## src/rtl/regfile_scoreboard.sv

```systemverilog
// regfile_scoreboard
//   Register file with a per-register pending-write scoreboard for a simple
//   in-order issue stage. Reads are combinational and bypass the writeback
//   and auxiliary (link) write ports, so a value written this cycle is
//   visible this cycle. Each register keeps a small saturating-by-stall
//   counter of issued-but-not-written-back results; the issue stage stalls
//   on a source hazard or when the destination counter is full.
//
// Ports
//   clk, rst_n                 clock, asynchronous active-low reset
//   rd_a_addr/use, rd_b_addr/use  source operand addresses and "consumed" flags
//   rd_a_data, rd_b_data       bypassed read data (combinational)
//   iss_valid, iss_code, iss_dst  instruction presented for issue
//   stall                      issue refused this cycle (combinational)
//   wb_code, wb_addr, wb_data  writeback port (writes only for ALU/LW codes)
//   aux_en, aux_addr, aux_data auxiliary write port (does not touch pend)
module regfile_scoreboard #(
    parameter int DATA_SIZE = 32,
    parameter int REG_SIZE  = 5,
    parameter int CODE_SIZE = 6,
    parameter int ALU_CODE  = 1,
    parameter int LW_CODE   = 2,
    parameter int PEND_SIZE = 2,
    parameter bit ZERO_REG  = 1'b1
) (
    input  logic                 clk,
    input  logic                 rst_n,
    input  logic [REG_SIZE-1:0]  rd_a_addr,
    input  logic [REG_SIZE-1:0]  rd_b_addr,
    input  logic                 rd_a_use,
    input  logic                 rd_b_use,
    output logic [DATA_SIZE-1:0] rd_a_data,
    output logic [DATA_SIZE-1:0] rd_b_data,
    input  logic                 iss_valid,
    input  logic [CODE_SIZE-1:0] iss_code,
    input  logic [REG_SIZE-1:0]  iss_dst,
    output logic                 stall,
    input  logic [CODE_SIZE-1:0] wb_code,
    input  logic [REG_SIZE-1:0]  wb_addr,
    input  logic [DATA_SIZE-1:0] wb_data,
    input  logic                 aux_en,
    input  logic [REG_SIZE-1:0]  aux_addr,
    input  logic [DATA_SIZE-1:0] aux_data
);

    localparam int DEPTH = 1 << REG_SIZE;
    localparam logic [PEND_SIZE-1:0] PEND_ONE  = PEND_SIZE'(1);
    localparam logic [PEND_SIZE-1:0] PEND_FULL = '1;
    localparam logic [CODE_SIZE-1:0] ALU_C     = CODE_SIZE'(ALU_CODE);
    localparam logic [CODE_SIZE-1:0] LW_C      = CODE_SIZE'(LW_CODE);

    logic [DATA_SIZE-1:0] regs [DEPTH];
    logic [PEND_SIZE-1:0] pend [DEPTH];

    logic wb_we;
    logic iss_wr;
    logic haz_a;
    logic haz_b;
    logic accept;

    assign wb_we  = (wb_code == ALU_C) || (wb_code == LW_C);
    assign iss_wr = (iss_code == ALU_C) || (iss_code == LW_C);

    function automatic logic is_zero(input logic [REG_SIZE-1:0] addr);
        return ZERO_REG && (addr == '0);
    endfunction

    // Bypass order: hardwired zero, then writeback, then aux, then array.
    function automatic logic [DATA_SIZE-1:0] read_port(input logic [REG_SIZE-1:0] addr);
        if (is_zero(addr))                  return '0;
        else if (wb_we && wb_addr == addr)  return wb_data;
        else if (aux_en && aux_addr == addr) return aux_data;
        else                                return regs[addr];
    endfunction

    // The last outstanding write landing this cycle is forwarded by the
    // bypass, so it is not a hazard.
    function automatic logic hazard(input logic [REG_SIZE-1:0] addr, input logic use_op);
        return use_op && (pend[addr] != '0) &&
               !(wb_we && wb_addr == addr && pend[addr] == PEND_ONE);
    endfunction

    assign rd_a_data = read_port(rd_a_addr);
    assign rd_b_data = read_port(rd_b_addr);

    assign haz_a  = hazard(rd_a_addr, rd_a_use);
    assign haz_b  = hazard(rd_b_addr, rd_b_use);
    assign stall  = iss_valid && (haz_a || haz_b || (iss_wr && pend[iss_dst] == PEND_FULL));
    assign accept = iss_valid && !stall;

    // NOTE: the array and counters are reset too, because reset must make
    // every register read as 0 immediately; this keeps regs in flops rather
    // than a RAM macro.
    always_ff @(posedge clk or negedge rst_n) begin
        if (!rst_n) begin
            for (int r = 0; r < DEPTH; r++) begin
                regs[r] <= '0;
                pend[r] <= '0;
            end
        end else begin
            // NOTE: non-blocking assignments make the later wb write win over
            // the aux write to the same address within one edge.
            if (aux_en && !is_zero(aux_addr)) regs[aux_addr] <= aux_data;
            if (wb_we && !is_zero(wb_addr))   regs[wb_addr]  <= wb_data;

            for (int r = 0; r < DEPTH; r++) begin
                logic inc;
                logic hit;
                inc = accept && iss_wr && (iss_dst == REG_SIZE'(r)) && !is_zero(iss_dst);
                hit = wb_we && (wb_addr == REG_SIZE'(r));
                if (inc && !hit)
                    pend[r] <= pend[r] + PEND_ONE;
                else if (hit && !inc && pend[r] != '0)
                    pend[r] <= pend[r] - PEND_ONE;
            end
        end
    end

endmodule

```

## config.mk

```make
export PLATFORM = sky130hd
export DESIGN_NAME = regfile_scoreboard
export DESIGN_NICKNAME = d
export VERILOG_FILES = /design/src/rtl/regfile_scoreboard.sv
export SDC_FILE = /design/constraint.sdc
export NUM_CORES = 2
export LEC_CHECK = 0
export CORE_UTILIZATION = 32
export CTS_CLUSTER_DIAMETER = 50
export DETAILED_ROUTE_END_ITERATION = 16
export SLEW_MARGIN = 20
export SYNTH_ARGS = -nofsm -noshare
export SYNTH_HDL_FRONTEND = slang
export SYNTH_SLANG_ARGS = --single-unit
```

## constraint.sdc

```tcl
create_clock -name clk -period 3.97 [get_ports clk]
set_clock_uncertainty 0.1 [all_clocks]
set_input_delay 0.5955 -clock clk [delete_from_list [all_inputs] [get_ports clk]]
set_output_delay 0.5955 -clock clk [all_outputs]
set_load 0.1 [all_outputs]
```

# Yosys cells after proc, flatten, opt, wreduce, memory -nomap -nowiden
# Cells that the tools add are included.
# Widths: inputs -> output; s select.
[classes] n_lt_le_gt_ge=7 eq_ne=73 reduce_logical=355 bitwise_logic=5 n_addsub=64 mux=93
[ops] operator="$bwmux 1024" n=2
[ops] operator="$mux 1024" n=2
[ops] operator="$mux 32" n=12
[ops] operator="$bmux 32 s5" n=2
[ops] operator="$demux 32 s5" n=2
[ops] operator="$logic_and 1x1->1" n=210
[ops] operator="$eq 5x5->1 const B" n=32
[ops] operator="$mux 2" n=70
[ops] operator="$reduce_bool 2->1" n=66
[ops] operator="$eq 5x4->1 const B" n=16
[ops] operator="$logic_not 1->1" n=70
[ops] operator="$add 2x1->2 const B" n=32
[ops] operator="$sub 2x1->2 const B" n=32
[ops] operator="$eq 5x3->1 const B" n=8
[ops] operator="$bmux 2 s5" n=3
[ops] operator="$ge 6x6->1 const B" n=5
[ops] operator="$not 5->6" n=5
[ops] operator="$logic_not 5->1" n=5
[ops] operator="$eq 5x2->1 const B" n=4
[ops] operator="$eq 5x5->1" n=4
[ops] operator="$eq 6x1->1 const B" n=2
[ops] operator="$eq 6x2->1 const B" n=2
[ops] operator="$lt 6x1->1 const B" n=2
[ops] operator="$eq 5x1->1 const B" n=2
[ops] operator="other kinds (3)" n=7
[totals] elab_cells=661 inputBits=107 ff_bits=1088 out_inout_bits=65

# Logic depth before layout (Yosys ltp)
[depth] ltp_word=21 mapped_depth=13

# Least setup slack after synthesis
# OpenSTA, ideal clock, no wires.
[synth_timing] kind="in2out" start="in rd_a_addr[0]" end="out stall" t_required_ns=3.274 path_stages=9 arrival_ns=4.046 path_slack_ns=-0.772 path_buffers=3 path_cell_list="buf_4 -> buf_12 -> buf_8 -> xor2_1 -> nor3_1 -> nand3_1 -> a21oi_1 -> o31a_2 -> a21boi_0"
[synth_between] elab_chain_cells=11 word_cells_on_any_way=15
[synth_lines] element="start, declared" line="28" rtl="input logic [REG_SIZE-1:0] rd_a_addr,"
[synth_lines] element="$not 5->6 (implied by the code)" line="79, 80"
[synth_lines] element="$bmux 2 s5" line="79, 80"
[synth_lines] element="$mux 2 (implied by the code) (2 in series)" line="79, 80"
[synth_lines] element="$eq 2x1->1" line="80" rtl="!(wb_we && wb_addr == addr && pend[addr] == PEND_ONE);"
[synth_lines] element="$logic_and 1x1->1" line="80"
[synth_lines] element="$logic_not 1->1" line="80"
[synth_lines] element="$logic_and 1x1->1 (*)" line="79" rtl="return use_op && (pend[addr] != '0) &&"
[synth_lines] element="$logic_or 1x1->1 (*) (2 in series)" line="88" rtl="assign stall = iss_valid && (haz_a || haz_b || (iss_wr && pend[iss_dst] == PEND_FULL));"
[synth_lines] element="$logic_and 1x1->1 (*)" line="88"
[synth_lines] element="end, declared" line="37" rtl="output logic stall,"
# Every way passes the cells marked *; elsewhere a longest branch is shown, timed or not. The select of a mux whose other input is x is not followed.

# Worst setup path after layout
[layout_timing] start="in aux_addr[0]" end="out rd_b_data[1]"
[layout_between] elab_chain_cells=5
[layout_lines] element="start, declared" line="42" rtl="input logic [REG_SIZE-1:0] aux_addr,"
[layout_lines] element="$eq 5x5->1" line="72" rtl="else if (aux_en && aux_addr == addr) return aux_data;"
[layout_lines] element="$logic_and 1x1->1" line="72"
[layout_lines] element="$mux 32" line="72"
[layout_lines] element="$mux 32" line="71" rtl="else if (wb_we && wb_addr == addr) return wb_data;"
[layout_lines] element="$mux 32" line="70" rtl="if (is_zero(addr)) return '0;"
[layout_lines] element="end, declared" line="33" rtl="output logic [DATA_SIZE-1:0] rd_b_data,"
# No other way between the ends.

==> run summary <==
CTS clk-pin slew, worst paths -> 60 ps
Floorplan core area -> 0.220 sq mm
Worst Path Max Fanout -> 30
Leak -> 33.8 nW
Critical path's slowest cell -> clkdlybuf4s50_1
Row cnt -> 172
Part of the power in registers -> 0.391
Crit-path max cell delay -> 590 ps
Worst-case hold slack -> 294 ps
Cell area after layout -> 0.0850 sq mm
Combinational fraction of design power -> 0.277
CTS tree -> yes
DRT Pass-1 Iters -> 8
Vias in the first global route -> 56600
Number of synthesis warnings -> 0
Overall die area -> 0.223 sq mm
Switching Fraction -> 0.327
Ys flop type -> dfrtp_1
Worst hold path type -> flop to flop
RSZ-0062 raised after global routing -> yes
Max Slew Vio Count -> 0
Psw -> 12.7 mW
Max-Cap Viols -> 0
Synthesized area -> 0.0706 sq mm
Post-synth EDFFs -> 0
GRT Overall Usage -> 0.255
Total Power -> 38.7 mW
Vias per cell -> 6.08
DR WL/cell -> 30.3 um
Clk_lat worst skew -> 790 ps
Residual DRC count -> 0
Seq/Total Area, Yosys -> 0.385
Crit path max-delay family -> buffers and inverters
Initial drt markers -> 7916
Fmax -> 257 MHz
Syn Nets -> 6656
Antenna viol nets, final -> 0
Synth cell types -> 86
Clk sinks -> 1088
Crit path DAT -> 3190 ps
Synth-to-layout area growth -> 20.2%
Die Span Y -> 472 um
CP Cell Sequence -> clkdlybuf4s50_1 -> xor2_1 -> nor4_1 -> buf_4 -> and3_4 -> buf_16 -> nand2_1 -> o21ai_0 -> nand2_1 -> a21oi_2 -> buf_12
Int Pwr -> 26.0 mW
Crit path capture type -> output pin
Worst vdd ir -> 0.442 mV
Post-Route WL -> 289000 um
Most frequent cell on the critical path -> nand2_1
Main area contributors after synthesis -> dfrtp_1 (39%), mux4_2 (21%), mux2i_1 (14%)
Clk buf depth -> 3
Setup WS pre-CTS -> -273 ps
Final WS setup -> 81.6 ps
Async SR Flop Fraction -> 1.00
Nets -> 6659
Initial antenna violation count -> 9
WP data required -> 3270 ps
Share of cells above drive strength 1 -> 0.258
Util after Layout -> 0.387
CP Launch Type -> primary input
Count leader, synth -> nand2_1
Largest net degree at the start of global routing -> 131
Endpoints failing hold -> 0
Placed instance area -> 0.0803 sq mm
Fin crit period -> 3890 ps
Post-synth top cells -> nand2_1 (1183), dfrtp_1 (1088), mux2i_1 (1003)
Final Cycle Share -> 0.979
Clock Root Buffer -> clkbuf_16
H-tree Lvls -> 4
Num CTS Buffers -> 137
Measured slew at the worst slew-check pin -> 801 ps
Initial core utilization -> 0.322
GRT overflow -> 0
Die X -> 472 um
Setup violations, final -> 0
Setup CP Type -> primary input to output pin
Buf+Inv Stages, Crit Path -> 4
DP Wirelength -> 187000 um
Vias -> 57900
Result of the run -> completed
IO Port Bufs -> 171
Synth Register Bits -> 1088
Post-synth top area share -> 0.385
Slew HR -> 0.466
Io pins -> 172
Clock share of power -> 0.332
Post-synthesis average cell area -> 10.8 sq um
Global-route wire length before repair -> 416000 um
Syn Inst Count -> 6548
Synth area leader -> dfrtp_1
GPL Wtd Cong -> 0.931
Pwr/cell area -> 455 mW/mm^2
## cell type report
type                            count  area [sq um]
Fill cell                       20700        135000
Timing Repair Buffer              698          9090
Clock inverter                     65           713
Inverter                           17          66.3
Multi-Input combinational cell   4609         40400
Tap cell                         2871          3590
Clock buffer                      181          3820
Antenna cell                        4          10.0
Sequential cell                  1088         27200
## cell usage in the layout (no fill, tap or decap), types with 8 or more instances in the layout
| master | count |
|---|---|
| bufinv_16 | 10 |
| xor2_1 | 20 |
| nand2_4 | 10 |
| xnor2_1 | 29 |
| nand3_1 | 14 |
| nand2_1 | 1173 |
| inv_1 | 15 |
| nor2_1 | 114 |
| a21oi_4 | 13 |
| buf_4 | 309 |
| a21oi_2 | 52 |
| nor4_1 | 10 |
| clkdlybuf4s50_1 | 94 |
| and2_1 | 9 |
| o22ai_1 | 12 |
| mux2i_1 | 1002 |
| o22a_1 | 25 |
| o21ai_0 | 983 |
| nor3_1 | 13 |
| nor2b_1 | 12 |
| nand2b_1 | 13 |
| a311oi_1 | 25 |
| clkbuf_8 | 18 |
| mux4_2 | 673 |
| or3_4 | 25 |
| nor4_2 | 22 |
| dfrtp_1 | 1088 |
| nor2_4 | 46 |
| clkbuf_1 | 24 |
| clkinv_2 | 26 |
| a32oi_1 | 17 |
| a21boi_1 | 24 |
| buf_12 | 280 |
| clkinvlp_4 | 8 |
| clkbuf_16 | 140 |
| a22oi_1 | 25 |
| a21oi_1 | 123 |
| inv_6 | 15 |
## power groups by stage
| stage | Clock [mW] | Combinational, mW | Sequential (mW) |
|---|---|---|---|
| 2_1_floorplan | 0 | 7.41 | 14.5 |
| 3_3_place_gp | 0 | 10.4 | 15.0 |
| 3_5_place_dp | 0 | 10.7 | 15.2 |
| 4_1_cts | 12.9 | 10.7 | 15.0 |
| 5_1_grt | 13.4 | 11.4 | 15.3 |
| 6_report | 12.8 | 10.7 | 15.1 |
## per-stage QoR
step           std cells  setup TNS [ps]
5_1_grt             9531           -22.9
3_5_place_dp        9281           -4600
3_3_place_gp        9281           -3950
4_1_cts             9528           -54.5
2_1_floorplan       6548           -6.64
6_report            9533               0
## worst paths after layout
path | startpoint | end | slack (ps) | cells past startpoint
setup / recovery | aux_addr[0] | rd_b_data[1] | 80 | 11
hold / removal | regs[1013] | regs[1013] | 290 | 0
setup reg to reg | pend[6] | pend[34] | 760 | 9
hold reg to reg | regs[1013] | regs[1013] | 290 | 0
max in group asynchronous | rst_n | regs[963] | 2160 | 3
min in group asynchronous | rst_n | regs[794] | 340 | 2
## per-layer routing
layer,routed length (um),GRT usage
met1,115000,0.349
met4,13000,0.109
met2,128000,0.382
met3,32900,0.0662
met5,63,0
## cell families (layout without fill, tap and decap cells)
kind of cell,Yosys count,after routing,share of synthesized area
AO/OA/AOI/OAI,1346,1346,0.103
XOR/XNOR,50,50,0.00620
adder cells (fa/ha/maj),1,1,0.000177
buffers and inverters,851,961,0.0545
flip-flops,1088,1088,0.385
multiplexers,1687,1687,0.359
other,0,4,0
AND/OR/NAND/NOR,1525,1525,0.0913
## repair_timing
item / in CTS / in global routing
endpoints found under the setup margin: 35 / 11
hold endpoints to repair: 33 / 0
setup buffers: 0 / 0
hold buffers: 1 / 0
gates cloned: 0 / 1
gates resized for setup: 12 / 13
pin swaps: 0 / 0
## state kept, by name, indices dropped and copies added, names as in the netlist
register / cells
pend: 64
regs: 1024
Note: power is estimated with default switching activity, not from simulation.
